File: src/rtl/act_ctrl_pkg.sv
// Shared definitions for the activation load/read sequencer: FSM encoding,
// activation width, default array size and an address-width helper.
package act_ctrl_pkg;

  localparam int ACT_W        = 7;
  localparam int DEFAULT_SIZE = 8;

  localparam logic [1:0] ST_IDLE = 2'd0;
  localparam logic [1:0] ST_LOAD = 2'd1;
  localparam logic [1:0] ST_READ = 2'd2;
  localparam logic [1:0] ST_DONE = 2'd3;

  // A depth of one still needs a 1-bit address bus.
  function automatic int addr_w(input int depth);
    return (depth > 1) ? $clog2(depth) : 1;
  endfunction

endpackage

File: src/rtl/activation_load_ctrl.sv
// Activation memory write/read sequencer: loads MEM_SIZE streamed beats, then issues SIZE row reads.
// Define ACT_LOAD_TRANSPOSE_EN for a column-major input stream (write address transposed).
module activation_load_ctrl
  import act_ctrl_pkg::*;
#(
  parameter int SIZE             = DEFAULT_SIZE,
  parameter int MEM_SIZE         = SIZE * SIZE,
  parameter int WRITE_ADDR_WIDTH = addr_w(MEM_SIZE),
  parameter int READ_ADDR_WIDTH  = addr_w(SIZE)
) (
  input  logic                        clk,
  input  logic                        rst_n,
  input  logic                        start,
  input  logic [ACT_W-1:0]            act_in,
  input  logic                        act_valid,
  output logic                        act_ready,
  input  logic                        rd_stall,
  output logic [ACT_W-1:0]            Activation,
  output logic [WRITE_ADDR_WIDTH-1:0] Wr_Addr,
  output logic                        Wr_en,
  output logic                        Rd_en,
  output logic [READ_ADDR_WIDTH-1:0]  Rd_Addr,
  output logic                        out_valid,
  output logic                        busy,
  output logic                        done
);

  logic [1:0]                  r_state;
  logic [WRITE_ADDR_WIDTH-1:0] r_wcnt;
  logic [READ_ADDR_WIDTH-1:0]  r_rcnt;
  logic [ACT_W-1:0]            r_activation;
  logic [WRITE_ADDR_WIDTH-1:0] r_wr_addr;
  logic                        r_wr_en;
  logic                        r_rd_en;
  logic [READ_ADDR_WIDTH-1:0]  r_rd_addr;
  logic                        r_out_valid;
  logic                        r_busy;
  logic                        r_done;

  logic                        w_accept;
  logic                        w_rd_issue;
  logic                        w_last_beat;
  logic                        w_last_row;
  logic [WRITE_ADDR_WIDTH-1:0] w_wr_addr_map;

  assign act_ready   = (r_state == ST_LOAD);
  assign w_accept    = act_valid & act_ready;
  assign w_rd_issue  = (r_state == ST_READ) & ~rd_stall;
  assign w_last_beat = w_accept & (r_wcnt == WRITE_ADDR_WIDTH'(MEM_SIZE - 1));
  assign w_last_row  = w_rd_issue & (r_rcnt == READ_ADDR_WIDTH'(SIZE - 1));

  // Stream-order to memory-address mapping for the current beat.
  always_comb begin
`ifdef ACT_LOAD_TRANSPOSE_EN
    w_wr_addr_map = WRITE_ADDR_WIDTH'((int'(r_wcnt) % SIZE) * SIZE + (int'(r_wcnt) / SIZE));
`else
    w_wr_addr_map = r_wcnt;
`endif
  end

  // Tile FSM and beat/row counters.
  always_ff @(posedge clk or negedge rst_n) begin
    if (!rst_n) begin
      r_state <= ST_IDLE;
      r_wcnt  <= '0;
      r_rcnt  <= '0;
    end else begin
      case (r_state)
        ST_IDLE: begin
          if (start) begin
            r_state <= ST_LOAD;
            r_wcnt  <= '0;
          end
        end
        ST_LOAD: begin
          if (w_accept) begin
            r_wcnt <= r_wcnt + WRITE_ADDR_WIDTH'(1);
          end
          // READ is entered while the last write is still in flight; the
          // registered read path then lands one cycle behind it.
          if (w_last_beat) begin
            r_state <= ST_READ;
            r_rcnt  <= '0;
          end
        end
        ST_READ: begin
          if (w_rd_issue) begin
            r_rcnt <= r_rcnt + READ_ADDR_WIDTH'(1);
          end
          if (w_last_row) begin
            r_state <= ST_DONE;
          end
        end
        ST_DONE: r_state <= ST_IDLE;
        default: r_state <= ST_IDLE;
      endcase
    end
  end

  // Memory write port: one registered write per accepted beat.
  always_ff @(posedge clk or negedge rst_n) begin
    if (!rst_n) begin
      r_wr_en      <= 1'b0;
      r_wr_addr    <= '0;
      r_activation <= '0;
    end else if (w_accept) begin
      r_wr_en      <= 1'b1;
      r_wr_addr    <= w_wr_addr_map;
      r_activation <= act_in;
    end else begin
      r_wr_en      <= 1'b0;
    end
  end

  // Memory read port: one registered row read per unstalled READ cycle.
  always_ff @(posedge clk or negedge rst_n) begin
    if (!rst_n) begin
      r_rd_en   <= 1'b0;
      r_rd_addr <= '0;
    end else if (w_rd_issue) begin
      r_rd_en   <= 1'b1;
      r_rd_addr <= r_rcnt;
    end else begin
      r_rd_en   <= 1'b0;
    end
  end

  // Status: out_valid tracks the memory's one-cycle read latency.
  always_ff @(posedge clk or negedge rst_n) begin
    if (!rst_n) begin
      r_out_valid <= 1'b0;
      r_busy      <= 1'b0;
      r_done      <= 1'b0;
    end else begin
      r_out_valid <= r_rd_en;
      r_busy      <= (r_state != ST_IDLE);
      r_done      <= (r_state == ST_DONE);
    end
  end

  assign Activation = r_activation;
  assign Wr_Addr    = r_wr_addr;
  assign Wr_en      = r_wr_en;
  assign Rd_en      = r_rd_en;
  assign Rd_Addr    = r_rd_addr;
  assign out_valid  = r_out_valid;
  assign busy       = r_busy;
  assign done       = r_done;

endmodule

File: config.mk
export PLATFORM = sky130hd
export DESIGN_NAME = activation_load_ctrl
export DESIGN_NICKNAME = d
export VERILOG_FILES = /design/src/rtl/act_ctrl_pkg.sv /design/src/rtl/activation_load_ctrl.sv
export SDC_FILE = /design/constraint.sdc
export NUM_CORES = 1
export LEC_CHECK = 0
export CAP_MARGIN = 25
export CORE_ASPECT_RATIO = 0.6
export CORE_MARGIN = 1
export CORE_UTILIZATION = 51
export CTS_BUF_LIST = sky130_fd_sc_hd__clkbuf_4 sky130_fd_sc_hd__clkbuf_8
export DETAILED_ROUTE_END_ITERATION = 7
export PLACE_DENSITY = 0.81
export SLEW_MARGIN = 5
export SYNTH_ARGS = -nofsm -noshare
export SYNTH_HDL_FRONTEND = slang
export SYNTH_SLANG_ARGS = --single-unit
File: constraint.sdc
create_clock -name clk -period 1.9 [get_ports clk]
set_input_delay 0.38 -clock clk [delete_from_list [all_inputs] [get_ports clk]]
set_output_delay 0.38 -clock clk [all_outputs]
set_load 0.1 [all_outputs]
Word level (Yosys, flattened, before mapping)
Cells that the tools add are included.
{ "word_totals": {"register_bits": 32, "input_bits": 12, "word_cells": 47} }
{ "op_classes": {"n_addsub": 2, "n_eq_ne": 10, "n_mux": 12, "bitwise_logic": 5, "reduce_logical": 7} }
{ "op_table": {"columns": ["op", "count"], "rows": [
  ["6-bit two-way mux", 2],
  ["6-bit one-hot mux with 2 select lines", 1],
  ["3-bit AND reduction", 3],
  ["2-bit one-hot mux with 4 select lines", 1],
  ["6-bit by 1-bit adder with 6-bit output, second input constant", 1],
  ["6-bit equality test, second input constant", 1],
  ["2-bit two-way mux", 3],
  ["3-bit two-way mux", 2],
  ["2-bit inequality test, second input constant", 3],
  ["3-bit one-hot mux with 2 select lines", 1],
  ["2-bit nonzero test", 3],
  ["1-bit AND", 4],
  ["2-bit equality test, second input constant", 2],
  ["2-bit by 1-bit inequality test with 1-bit output, second input constant", 2],
  ["3-bit by 1-bit adder with 3-bit output, second input constant", 1],
  ["3-bit equality test, second input constant", 1],
  ["2-bit by 1-bit equality test with 1-bit output, second input constant", 1],
  ["2-bit zero test", 1],
  ["1-bit two-way mux", 2],
  ["1-bit inverter", 1]
]} }

Longest topological paths before layout
Gate-level depths: netlist of run 1.
{ "depth": {"ltp_word": 5, "mapped_depth": 8, "depth_no_buf": 6} }

Worst setup path before layout of run 1
No wires, ideal clock.
{ "synth_timing": {"kind": "flip-flop to flip-flop", "start": "register r_state[1]", "end": "register r_state[1]", "setup_ns": 0.125, "arrival_time_ns": 2.341, "slack_ns": -0.566, "stages_incl_launch_ff": 8, "n_path_buf": 1, "path_cell_list": "dfrtp_1 inv_1 ha_1 clkdlybuf4s15_2 inv_1 a41o_2 nand3_2 mux2_4"} }
{ "synth_between": {"elab_chain_cells": 5} }
{ "synth_rtl": {"columns": ["item", "line_no", "source"], "rows": [
  ["start: declaration", "activation_load_ctrl.sv:28", "logic [1:0] r_state;"],
  ["start signal: assignment", "activation_load_ctrl.sv:64", "r_state <= ST_IDLE;"],
  ["start signal: assignment", "activation_load_ctrl.sv:71", "r_state <= ST_LOAD;"],
  ["start signal: assignment", "activation_load_ctrl.sv:82", "r_state <= ST_READ;"],
  ["2-bit by 1-bit equality test with 1-bit output *", "activation_load_ctrl.sv:46", "assign act_ready = (r_state == ST_LOAD);"],
  ["via act_ready", "activation_load_ctrl.sv:16", "output logic act_ready,"],
  ["1-bit AND", "activation_load_ctrl.sv:47", "assign w_accept = act_valid & act_ready;"],
  ["1-bit AND", "activation_load_ctrl.sv:49", "assign w_last_beat = w_accept & (r_wcnt == WRITE_ADDR_WIDTH'(MEM_SIZE - 1));"],
  ["2-bit by 1-bit inequality test with 1-bit output (no source line)", null, null],
  ["3-bit AND reduction (no source line)", null, null]
]} }
The timed path passes the listed nets; every way through them passes the cells marked *.
A chain may end at the register's enable or synchronous reset.

Worst setup path after layout of run 1
{ "layout_timing": {"start": "register r_state[0]", "end": "register r_state[1]"} }
{ "layout_between": {"elab_chain_cells": 5} }
{ "layout_rtl": {"columns": ["item", "line_no"], "rows": [
  ["2-bit equality test or 2-bit by 1-bit equality test with 1-bit output (tied branches)", "activation_load_ctrl.sv:48, activation_load_ctrl.sv:68, activation_load_ctrl.sv:46"],
  ["1-bit AND (on tied branches)", "activation_load_ctrl.sv:48, activation_load_ctrl.sv:47"],
  ["1-bit AND (on tied branches)", "activation_load_ctrl.sv:50, activation_load_ctrl.sv:49"],
  ["2-bit inequality test (no source line) or 2-bit by 1-bit inequality test with 1-bit output (tied branches)", null],
  ["3-bit AND reduction (no source line)", null]
]} }
Several ways; a longest one is shown, not always the timed one.

==> flow_metrics.tcl, run 1 <==
set metrics [dict create \
    insertion_delay_ns 0.29 \
    routed_wl_um 2980 \
    setup_viol 0 \
    dr.first_iter.drc_count 60 \
    skew_ns 0.00219 \
    final_cells 191 \
    final_nets 178 \
    wire_per_inst_um 15.6 \
    hold_depth 0 \
    die_w_um 71.6 \
    syn2layout_area_growth_pct 30.8 \
    cts.clk_slew.worst_paths_ns 0.06 \
    ys_seq_area_frac 0.540 \
    fin_crit_ns 1.70 \
    crit_chain "inv_1 > ha_1 > or2b_2 > nand3_2 > mux2_4" \
    vias_per_cell 5.46 \
    worst_pin_slew_ns 0.393 \
    drc_errors 0 \
    yosys.area_share.simple 0.116 \
    cp_slowest_cell "dfrtp_1" \
    synth_edf_count 0 \
    drtPass1Iterations 4 \
    required_ns 2.08 \
    final_antenna_net_count 0 \
    ys_types 30 \
    grt_pass1_wl_um 5020 \
    path_max_fanout 9 \
    max-cap-violations 0 \
    r2r_cells 5 \
    cp_num_buf_inv 1 \
    whs_ns 0.390 \
    synth_xor_xnor_area_share 0.0236 \
    grt_max_degree 33 \
    syn_inst 118 \
    synth_seq_cells 32 \
    layout_common_cells "32 x dfrtp_1, 23 x buf_4, 16 x mux2_2" \
    cp.depth 5 \
    grt_use_total 0.226 \
    initial_utilization 0.564 \
    max_freq_mhz 587 \
    cts_made_buffers 5 \
    synth_ff_type "dfrtp_1" \
    fin_ws_ns 0.197 \
    synthArstFlopShare 1.00 \
    synth_top_family_by_area "multiplexers" \
    syn_area_um2 1480 \
    syn_nets 138 \
    antenna_found_initial 0 \
    drive_gt1_frac 0.377 \
    dieArea_um2 3130 \
    yosysWarnings 0 \
    synth_compound_area_frac 0.0641 \
    slew_headroom 0.738 \
    root_buffer "clkbuf_8" \
    finalCritPeriodShare 0.896 \
    critPathCaptureType "flop" \
    clockBufferDepth 2 \
    core_area_um2 2630 \
    htree_levels 2 \
    cts_setup_buffers 0 \
    drv_slew 0 \
    status "complete, no violations" \
    cts_tree "yes" \
    synthMuxAreaShare 0.142 \
    n_antenna_cell 0 \
    avgSynthCellArea_um2 12.6 \
    die-height_um 43.8 \
    crit_type "flop to flop" \
    tns_ns 0 \
    place_ws_ns 0.0663 \
    hp-class "flop to flop" \
    cp_top_family "simple AND/OR/NAND/NOR gates" \
    cts_sinks 32 \
    place_congestion 0.929 \
    pin_count 34 \
    hold_violations 0 \
    hold_buffers 0 \
    rows 14 \
    synthAdderAreaFrac 0.0675 \
    grt_setup_unrepaired "no" \
    final_common_cell "dfrtp_1" \
    dp_cells 183 \
    cp-start-kind "flop" \
    vias 1043 \
    grt_overflow 0 \
    arrival_ns 1.88 \
    io_buffers 33 \
    grt_pass1_vias 1048 \
    max_stage_delay_ns 0.43 \
    dp_hpwl_um 2170 \
]
[cell usage after synthesis (2+ instances only)]
| master | number | area, um^2 |
|---|---|---|
| nand2_1 | 6 | 22.5 |
| nand4_1 | 4 | 25.0 |
| buf_6 | 2 | 22.5 |
| a221oi_1 | 2 | 17.5 |
| and3_1 | 4 | 25.0 |
| nor2b_1 | 3 | 18.8 |
| nor2_1 | 7 | 26.3 |
| nand3_1 | 2 | 10.0 |
| dfrtp_1 | 32 | 801 |
| o221ai_1 | 2 | 17.5 |
| inv_1 | 7 | 26.3 |
| mux2_2 | 16 | 180 |
| mux2_4 | 2 | 30.0 |
| ha_1 | 8 | 100 |
| o21ai_0 | 3 | 15.0 |
| xor2_1 | 4 | 35.0 |
[logic make-up (layout without fill, tap and decap cells)]
group                    Yosys count  after routing
AO/OA/AOI/OAI                     12             12
adder cells (fa/ha/maj)            8              8
buffers and inverters             12             53
XOR/XNOR                           4              4
AND/OR/NAND/NOR                   32             32
flip-flops                        32             32
multiplexers                      18             18
[stage by stage]
step,cell area (um^2),util
floorplan,1490,-
global placement,1840,0.700
detailed placement,1840,0.700
CTS,1940,0.737
global route,1940,0.738
finish,1940,0.738
[registers in the layout (all words and copies together), names as in the netlist]
register and flops:
Activation 7, Rd_Addr 3, Rd_en 1, Wr_Addr 6, Wr_en 1, busy 1
done 1, out_valid 1, r_rcnt 3, r_state 2, r_wcnt 6
[repair_timing]
item / 4_1_cts / 5_1_grt
resized for setup: 0 / 1
endpoints found under the setup margin: 0 / 1
hold endpoints to repair: 0 / 0
[cell type report]
class / count / area, um^2
sequential: 32 / 801
fill: 181 / 688
multi-input combinational: 74 / 628
timing repair buffer: 37 / 343
clock buffer: 8 / 97.6
tap: 32 / 40.0
inverter: 8 / 30.0
[worst paths after layout]
path / start / end / slack [ns]
worst max-delay path: r_state[0]$_DFFE_PN0P_ / r_state[1]$_DFFE_PN0P_ / 0.20
worst min-delay path: Rd_en$_DFF_PN0_ / out_valid$_DFF_PN0_ / 0.39
worst max register to register: r_state[0]$_DFFE_PN0P_ / r_state[1]$_DFFE_PN0P_ / 0.20
worst min register to register: Rd_en$_DFF_PN0_ / out_valid$_DFF_PN0_ / 0.39
max in group asynchronous: rst_n / Wr_Addr[0]$_DFFE_PN0P_ / 1.13
min in group asynchronous: rst_n / Rd_Addr[2]$_DFFE_PN0P_ / 0.48
[routing by layer]
layer | track usage | up-vias | wire, um
met2 | 0.325 | 21 | 1330
met3 | 0.0721 | 8 | 120
li1 | - | 494 | -
met4 | 0.122 | 0 | 65
met1 | 0.310 | 520 | 1460
met5 | 0 | - | 0
Power of run 1 is not shown: default switching activity piles up to over one toggle a cycle in this logic, so the estimate is an artifact.
==> run 2, diff against run 1 <==
Settings changed: SKIP_CTS_REPAIR_TIMING set to 1, TNS_END_PERCENT set to 5.
==> results of run 2 <==
The final DEF is identical to that of run 1; final timing and power are the same.
Power of run 2 is left out for the same reason.
==> run 3, diff against run 2 <==
Settings changed: CTS_CLUSTER_SIZE set to 10, MAX_ROUTING_LAYER set to met4, SKIP_LAST_GASP set to 1.
==> run 3 against run 2 <==
Against the previous run: via count is the same; critical path depth unchanged; final cell count unchanged; worst hold slack is the same; sequential share of layout area unchanged; core utilization did not move; setup slack stayed put; final area unchanged; register-to-register slack barely moved; die area unchanged; count of clock-buffer cells in the layout stayed put.
==> flow_metrics.tcl, run 3 (same netlist as run 1, synthesis figures left out) <==
set metrics [dict create \
    grt_setup_unrepaired "no" \
    rows 14 \
    final_nets 178 \
    max-cap-violations 0 \
    root_buffer "clkbuf_8" \
    final_common_cell "dfrtp_1" \
    wire_per_inst_um 15.6 \
    fin_crit_ns 1.70 \
    drive_gt1_frac 0.377 \
    cts_sinks 32 \
    drv_slew 0 \
    grt_use_total 0.234 \
    max_freq_mhz 587 \
    cp-start-kind "flop" \
    largest_reg_flops 7 \
    max_stage_delay_ns 0.43 \
    grt_pass1_vias 1048 \
    status "complete, no violations" \
    syn2layout_area_growth_pct 30.8 \
    critPathCaptureType "flop" \
    crit_chain "inv_1 > ha_1 > or2b_2 > nand3_2 > mux2_4" \
    path_max_fanout 9 \
    dp_hpwl_um 2170 \
    slew_headroom 0.738 \
    place_congestion 0.945 \
    cp_slowest_cell "dfrtp_1" \
    initial_utilization 0.564 \
    insertion_delay_ns 0.29 \
    arrival_ns 1.88 \
    grt_overflow 0 \
    drtPass1Iterations 4 \
    dieArea_um2 3130 \
    grt_max_degree 33 \
    die-height_um 43.8 \
    hp-class "flop to flop" \
    setup_viol 0 \
    core_area_um2 2630 \
    vias_per_cell 5.46 \
    finalCritPeriodShare 0.896 \
    n_antenna_cell 0 \
    cts.clk_slew.worst_paths_ns 0.06 \
    drc_errors 0 \
    pin_count 34 \
    antenna_found_initial 0 \
    dr.first_iter.drc_count 60 \
    io_buffers 33 \
    skew_ns 0.00219 \
    clockBufferDepth 2 \
    tns_ns 0 \
    required_ns 2.08 \
    grt_pass1_wl_um 5020 \
    htree_levels 2 \
    routed_wl_um 2980 \
    worst_pin_slew_ns 0.393 \
    crit_type "flop to flop" \
    vias 1043 \
    hold_violations 0 \
    layout_common_cells "32 x dfrtp_1, 23 x buf_4, 16 x mux2_2" \
    cts_tree "yes" \
    final_antenna_net_count 0 \
    die_w_um 71.6 \
    cts_made_buffers 5 \
]
## run 3: metrics by stage
step	std cells	area [um^2]	setup slack, ns	util	hold WS (ns)
floorplan	118	1490	0.0157	-	0.0844
global placement	183	1840	0.160	0.700	0.361
detailed placement	183	1840	0.0663	0.700	0.380
CTS	191	1940	0.185	0.737	0.394
global route	191	1940	0.0792	0.738	0.403
finish	191	1940	0.197	0.738	0.390
## run 3: routing by layer
layer	vias to the layer above	routed length, um	global-route usage
met2	21	1330	0.325
met5	-	0	-
met3	8	119	0.0698
li1	494	-	-
met4	0	65	0.122
met1	520	1460	0.312
## run 3: path summary, 6_finish.rpt
check	cells past startpoint	startpoint	to	slack (ns)
max	5	r_state[0]$_DFFE_PN0P_	r_state[1]$_DFFE_PN0P_	0.20
min	0	Rd_en$_DFF_PN0_	out_valid$_DFF_PN0_	0.39
max reg2reg	5	r_state[0]$_DFFE_PN0P_	r_state[1]$_DFFE_PN0P_	0.20
min reg2reg	0	Rd_en$_DFF_PN0_	out_valid$_DFF_PN0_	0.39
max in group asynchronous	2	rst_n	Wr_Addr[0]$_DFFE_PN0P_	1.13
min in group asynchronous	2	rst_n	Rd_Addr[2]$_DFFE_PN0P_	0.48
## run 3: final cells by class
type                            instances  area [um^2]
Inverter                                8         30.0
Multi-Input combinational cell         74          628
Sequential cell                        32          801
Fill cell                             181          688
Timing Repair Buffer                   37          343
Tap cell                               32         40.0
Clock buffer                            8         97.6
## run 3: worst max-delay path: cells and delay by family, from the launching register on
kind / cells / cell delay (ns)
buf+inv: 1 / 0.15
fa+ha+maj: 1 / 0.21
flops: 1 / 0.43
mux: 1 / 0.30
simple gates: 2 / 0.50
Power of run 3 is left out for the same reason.
==> variant 1: new RTL, settings of run 3 <==
Change the package constant `DEFAULT_SIZE` from 8 to 4.
--- a/src/rtl/act_ctrl_pkg.sv
+++ b/src/rtl/act_ctrl_pkg.sv
@@ -3,7 +3,7 @@
 package act_ctrl_pkg;
 
   localparam int ACT_W        = 7;
-  localparam int DEFAULT_SIZE = 8;
+  localparam int DEFAULT_SIZE = 4;
 
   localparam logic [1:0] ST_IDLE = 2'd0;
   localparam logic [1:0] ST_LOAD = 2'd1;
Interface: changed (resized Rd_Addr and Wr_Addr); port bits go from 34 to 31. The function was not compared with the original's and may differ.
==> variant 1 against run 3 <==
Synthesized cell count is 17% lower; synthesized area shrank 19%; wire length shrank 26%; hold slack improved by 0.0010 ns; setup slack worse by 0.037 ns; sequential cell count is 6 lower; design area down 16%; die area is 18% lower; largest cell class unchanged.
Power is left out: the tool's default activity adds up to more than one toggle a clock period on the data nets, which glitch-free logic cannot reach.
==> variant 1: results (changes against run 3) <==
{
  "global_routing": {
    "grt_pass1_vias": {"value": 765, "change": "-27%"},
    "grt_usage": {"value": 20.5, "unit": "%", "change": "-2.9 points"},
    "grt_first_pass_wirelength": {"value": 3570, "unit": "um", "change": "-29%"},
    "grt_start_max_net_pins": {"value": 27, "change": "-18%"}
  },
  "clocking": {
    "clkSlewWorstSetupHoldPaths": {"value": 0.09, "unit": "ns", "change": "+0.03 ns"},
    "insertion_delay": {"value": 0.27, "unit": "ns", "change": "-0.02 ns"},
    "numCtsBuffers": {"value": 3, "change": "-2"},
    "cts_h_tree_lvls": {"value": 1, "change": "-1"}
  },
  "synthesis": {
    "seq_area_frac_synth": {"value": 54.1, "unit": "%", "change": "+0.10 points"},
    "top_cells_by_area_in_the_synthesized_netlist": "sky130_fd_sc_hd__dfrtp_1 (54%), sky130_fd_sc_hd__mux2_2 (11%), sky130_fd_sc_hd__ha_1 (7.3%)",
    "synth_adder_area_share": {"value": 7.28, "unit": "%", "change": "+0.53 points"},
    "synth_commonest_cells": "sky130_fd_sc_hd__dfrtp_1 (26), sky130_fd_sc_hd__mux2_2 (12), sky130_fd_sc_hd__nand2_1 (8)",
    "synth-xor-area-share": {"value": 0, "unit": "%", "change": "-2.4 points"},
    "netlist-cell-type-count": {"value": 26, "change": "-13%"},
    "synth_largest_type_area_fraction": {"value": 54.1, "unit": "%", "change": "+0.10 points"},
    "synthMuxAreaShare": {"value": 13.0, "unit": "%", "change": "-1.2 points"},
    "synth-compound-area-share": {"value": 7.91, "unit": "%", "change": "+1.5 points"},
    "synth_fp_nets": {"value": 117, "change": "-15%"}
  },
  "worst_setup_path": {
    "setup.reg_to_reg.worst_slack": {"value": 0.16, "unit": "ns", "change": "-0.04 ns"},
    "timing.critical_path.max_delay_family": "flip-flops",
    "cpPeakStageDelay": {"value": 0.45, "unit": "ns", "change": "+0.02 ns"},
    "cpMaxStageDelayCell": "sky130_fd_sc_hd__dfrtp_1",
    "timing.critical_path.fanout_max": {"value": 6, "change": "-3"},
    "timing.critical_path.arrival": {"value": 1.90, "unit": "ns", "change": "+0.02 ns"}
  },
  "layout": {
    "drive_above_1_share": {"value": 32.1, "unit": "%", "change": "-5.6 points"},
    "final_stage_net_count": {"value": 154, "change": "-13%"}
  },
  "placement": {
    "portBuffers": {"value": 30, "change": "-9.1%"},
    "hpwl": {"value": 1670, "unit": "um", "change": "-23%"},
    "gp_congestion": {"value": 0.851, "change": "-9.9%"}
  },
  "status": {
    "status": "complete, no violations"
  },
  "detailed_routing": {
    "drt-vias-per-instance": {"value": 5.29, "change": "-3.2%"},
    "drt-initial-drc-count": {"value": 16, "change": "-73%"},
    "wirelength": {"value": 2210, "unit": "um", "change": "-26%"}
  },
  "timing": {
    "clock_skew": {"value": 0.00253, "unit": "ns", "change": "+0.000345 ns"},
    "slew_headroom": {"value": 71.2, "unit": "%", "change": "-2.5 points"}
  },
  "min_path": {
    "worst_hold_path.num_cells": {"value": 0, "change": "unchanged"}
  }
}
==> variant 1: cell count changes after synthesis, moves of 3 or more <==
| cell | change |
|---|---|
| sky130_fd_sc_hd__dfrtp_1 | -6 |
| sky130_fd_sc_hd__xor2_1 | -4 |
| sky130_fd_sc_hd__nor2_1 | -4 |
| sky130_fd_sc_hd__nand3_1 | +4 |
| sky130_fd_sc_hd__mux2_2 | -4 |
| sky130_fd_sc_hd__nand4_1 | -3 |
==> variant 1: stage by stage <==
| stage | instance area, sq um | setup WS (ns) | hold slack [ns] | utilization, % | instances |
|---|---|---|---|---|---|
| final | 1640 | 0.160 | 0.391 | 74.6 | 164 |
| after global routing | 1640 | 0.0810 | 0.413 | 74.6 | 164 |
| after CTS | 1640 | 0.170 | 0.394 | 74.6 | 164 |
| after detailed placement | 1570 | 0.0596 | 0.374 | 71.3 | 160 |
| after global placement | 1570 | 0.102 | 0.366 | 71.3 | 160 |
| after floorplan | 1210 | 0.197 | 0.0844 | - | 98 |
==> variant 1: kinds of logic after synthesis <==
kind of cell | Yosys count
flip-flops | 26
adder cells (fa/ha/maj) | 7
AO/OA/AOI/OAI | 12
multiplexers | 14
buffers and inverters | 9
AND/OR/NAND/NOR | 30
==> variant 1: cell type report <==
cell class              count  area, sq um
repair buffers             35          328
multi-input cells          63          528
clock buffers               3         41.3
clock inverters             1         30.0
inverters                   6         22.5
well taps                  30         37.5
fillers                   138          558
flip-flops and latches     26          651
==> variant 1: routing by layer <==
layer	vias up	share of wire [%]	track usage, %
met5	-	0	-
met4	0	1.3	8.33
met3	5	6.0	5.52
met2	28	46	32.9
met1	416	47	25.3
li1	418	-	-
==> variant 2: new RTL, flow settings as in run 3 <==
Without the edit above. Reset style: synchronous (`rst_n`), changed in 4 clocked blocks.
--- a/src/rtl/activation_load_ctrl.sv
+++ b/src/rtl/activation_load_ctrl.sv
@@ -59,7 +59,7 @@
   end
 
   // Tile FSM and beat/row counters.
-  always_ff @(posedge clk or negedge rst_n) begin
+  always_ff @(posedge clk) begin
     if (!rst_n) begin
       r_state <= ST_IDLE;
       r_wcnt  <= '0;
@@ -98,7 +98,7 @@
   end
 
   // Memory write port: one registered write per accepted beat.
-  always_ff @(posedge clk or negedge rst_n) begin
+  always_ff @(posedge clk) begin
     if (!rst_n) begin
       r_wr_en      <= 1'b0;
       r_wr_addr    <= '0;
@@ -113,7 +113,7 @@
   end
 
   // Memory read port: one registered row read per unstalled READ cycle.
-  always_ff @(posedge clk or negedge rst_n) begin
+  always_ff @(posedge clk) begin
     if (!rst_n) begin
       r_rd_en   <= 1'b0;
       r_rd_addr <= '0;
@@ -126,7 +126,7 @@
   end
 
   // Status: out_valid tracks the memory's one-cycle read latency.
-  always_ff @(posedge clk or negedge rst_n) begin
+  always_ff @(posedge clk) begin
     if (!rst_n) begin
       r_out_valid <= 1'b0;
       r_busy      <= 1'b0;
Behaviour: differs if rst_n is asserted again (counterexample within 4 cycles, from zero or initial values and one cycle with rst_n low); with rst_n held inactive, the same outputs for 10 cycles.
==> variant 2 against run 3 <==
Maximum frequency fell by 2.4%; first-iteration DRC count did not move; via count rose by 10%; setup slack got worse by 0.041 ns; sequential cell count did not move; non-clock buffer count did not move; critical path depth rose by 1; sequential share of layout area fell by 5.7 points; wire length fell by 0.77%; design area fell by 7.2%; synthesized area fell by 9.6%; critical endpoint is now r_wcnt[3]$_SDFFE_PN0P_.
==> variant 2: results (changes against run 3) <==
{
  "worst_setup_path": {
    "r2r_end": "r_wcnt[3]$_SDFFE_PN0P_",
    "r2r_cells": {"value": 6, "change": "+1"},
    "timing.critical_path.fanout_max": {"value": 6, "change": "-3"},
    "crit_path_start": "r_state[0]$_SDFFE_PN0P_",
    "setup.reg_to_reg.worst_slack": {"value": 0.16, "unit": "ns", "change": "-0.04 ns"},
    "timing.critical_path.arrival": {"value": 1.91, "unit": "ns", "change": "+0.03 ns"}
  },
  "layout": {
    "drive_above_1_share": {"value": 21.1, "unit": "%", "change": "-17 points"},
    "final_stage_net_count": {"value": 209, "change": "+17%"},
    "final_cell_count_no_fill": {"value": 220, "change": "+15%"}
  },
  "detailed_routing": {
    "route.detailed.wl_per_inst": {"value": 13.4, "unit": "um", "change": "-14%"}
  },
  "placement": {
    "placedInstanceArea": {"value": 1690, "unit": "sq um", "change": "-8.2%"},
    "preCtsSetupSlack": {"value": 0.0636, "unit": "ns", "change": "-0.00269 ns"},
    "hpwl": {"value": 2160, "unit": "um", "change": "-0.52%"},
    "gp_congestion": {"value": 0.834, "change": "-12%"}
  },
  "synthesis": {
    "synth-compound-area-share": {"value": 9.06, "unit": "%", "change": "+2.6 points"},
    "synth_fp_nets": {"value": 171, "change": "+24%"},
    "synth-async-reset-ratio": {"value": 0, "unit": "%", "change": "-100 points"},
    "netlist-cell-type-count": {"value": 29, "change": "-3.3%"},
    "synth-xor-area-share": {"value": 1.96, "unit": "%", "change": "-0.40 points"},
    "seq_area_frac_synth": {"value": 47.8, "unit": "%", "change": "-6.2 points"},
    "synth_commonest_cells": "sky130_fd_sc_hd__nand2_1 (36), sky130_fd_sc_hd__dfxtp_1 (32), sky130_fd_sc_hd__a21oi_1 (14)",
    "synthMuxAreaShare": {"value": 7.10, "unit": "%", "change": "-7.1 points"},
    "synth_adder_area_share": {"value": 7.47, "unit": "%", "change": "+0.72 points"},
    "synthesis.instances": {"value": 151, "change": "+28%"},
    "top_cells_by_area_in_the_synthesized_netlist": "sky130_fd_sc_hd__dfxtp_1 (48%), sky130_fd_sc_hd__nand2_1 (10%), sky130_fd_sc_hd__ha_1 (7.5%)"
  },
  "global_routing": {
    "grt_pass1_vias": {"value": 1152, "change": "+9.9%"},
    "grt_start_max_net_pins": {"value": 15, "change": "-55%"},
    "grt_first_pass_wirelength": {"value": 5060, "unit": "um", "change": "+0.68%"},
    "grt_usage": {"value": 24.9, "unit": "%", "change": "+1.6 points"}
  },
  "timing": {
    "clock_skew": {"value": 0.00425, "unit": "ns", "change": "+0.00206 ns"},
    "worst-slew-pin-transition": {"value": 0.453, "unit": "ns", "change": "+0.0596 ns"}
  },
  "status": {
    "status": "complete, no violations"
  }
}
variant 2: cell count changes in the layout (fill, tap and decap cells not counted), moves of 4 or more:
cell	delta
sky130_fd_sc_hd__nand3_1	+6
sky130_fd_sc_hd__mux2i_1	+7
sky130_fd_sc_hd__a21oi_1	+13
sky130_fd_sc_hd__nand4_1	-4
sky130_fd_sc_hd__dfxtp_1	+32
sky130_fd_sc_hd__xor2_1	-4
sky130_fd_sc_hd__mux2_2	-15
sky130_fd_sc_hd__dfrtp_1	-32
sky130_fd_sc_hd__and3_1	-4
sky130_fd_sc_hd__nand2_1	+30
variant 2: how the worst min path moves through the flow:
stage	from	to	slack (ns)	cells past startpoint
4_1_cts	Wr_Addr[2]$_SDFFE_PN0P_	Wr_Addr[2]$_SDFFE_PN0P_	0.46	2
3_3_place_gp	Activation[5]$_SDFFE_PN0P_	Activation[5]$_SDFFE_PN0P_	0.44	2
6_report	Activation[3]$_SDFFE_PN0P_	Activation[3]$_SDFFE_PN0P_	0.46	2
3_5_place_dp	Wr_Addr[2]$_SDFFE_PN0P_	Wr_Addr[2]$_SDFFE_PN0P_	0.45	2
5_1_grt	Wr_Addr[5]$_SDFFE_PN0P_	Wr_Addr[5]$_SDFFE_PN0P_	0.48	2
2_1_floorplan	r_rcnt[1]$_SDFFE_PN0P_	r_rcnt[1]$_SDFFE_PN0P_	0.45	2
variant 2: final cells by class:
type	instances	area, sq um
clock buffer	6	76.3
clock inverter	2	35.0
fill	170	526
inverter	4	15.0
multi-input combinational	109	666
sequential	32	641
tap	30	37.5
timing repair buffer	37	330
variant 2: per-layer routing:
metal	GRT usage (%)	vias to the layer above	wire length (um)
li1	-	576	-
met1	31.3	530	1380
met2	37.1	38	1310
met3	7.97	6	215
met4	9.58	0	51
met5	-	-	0
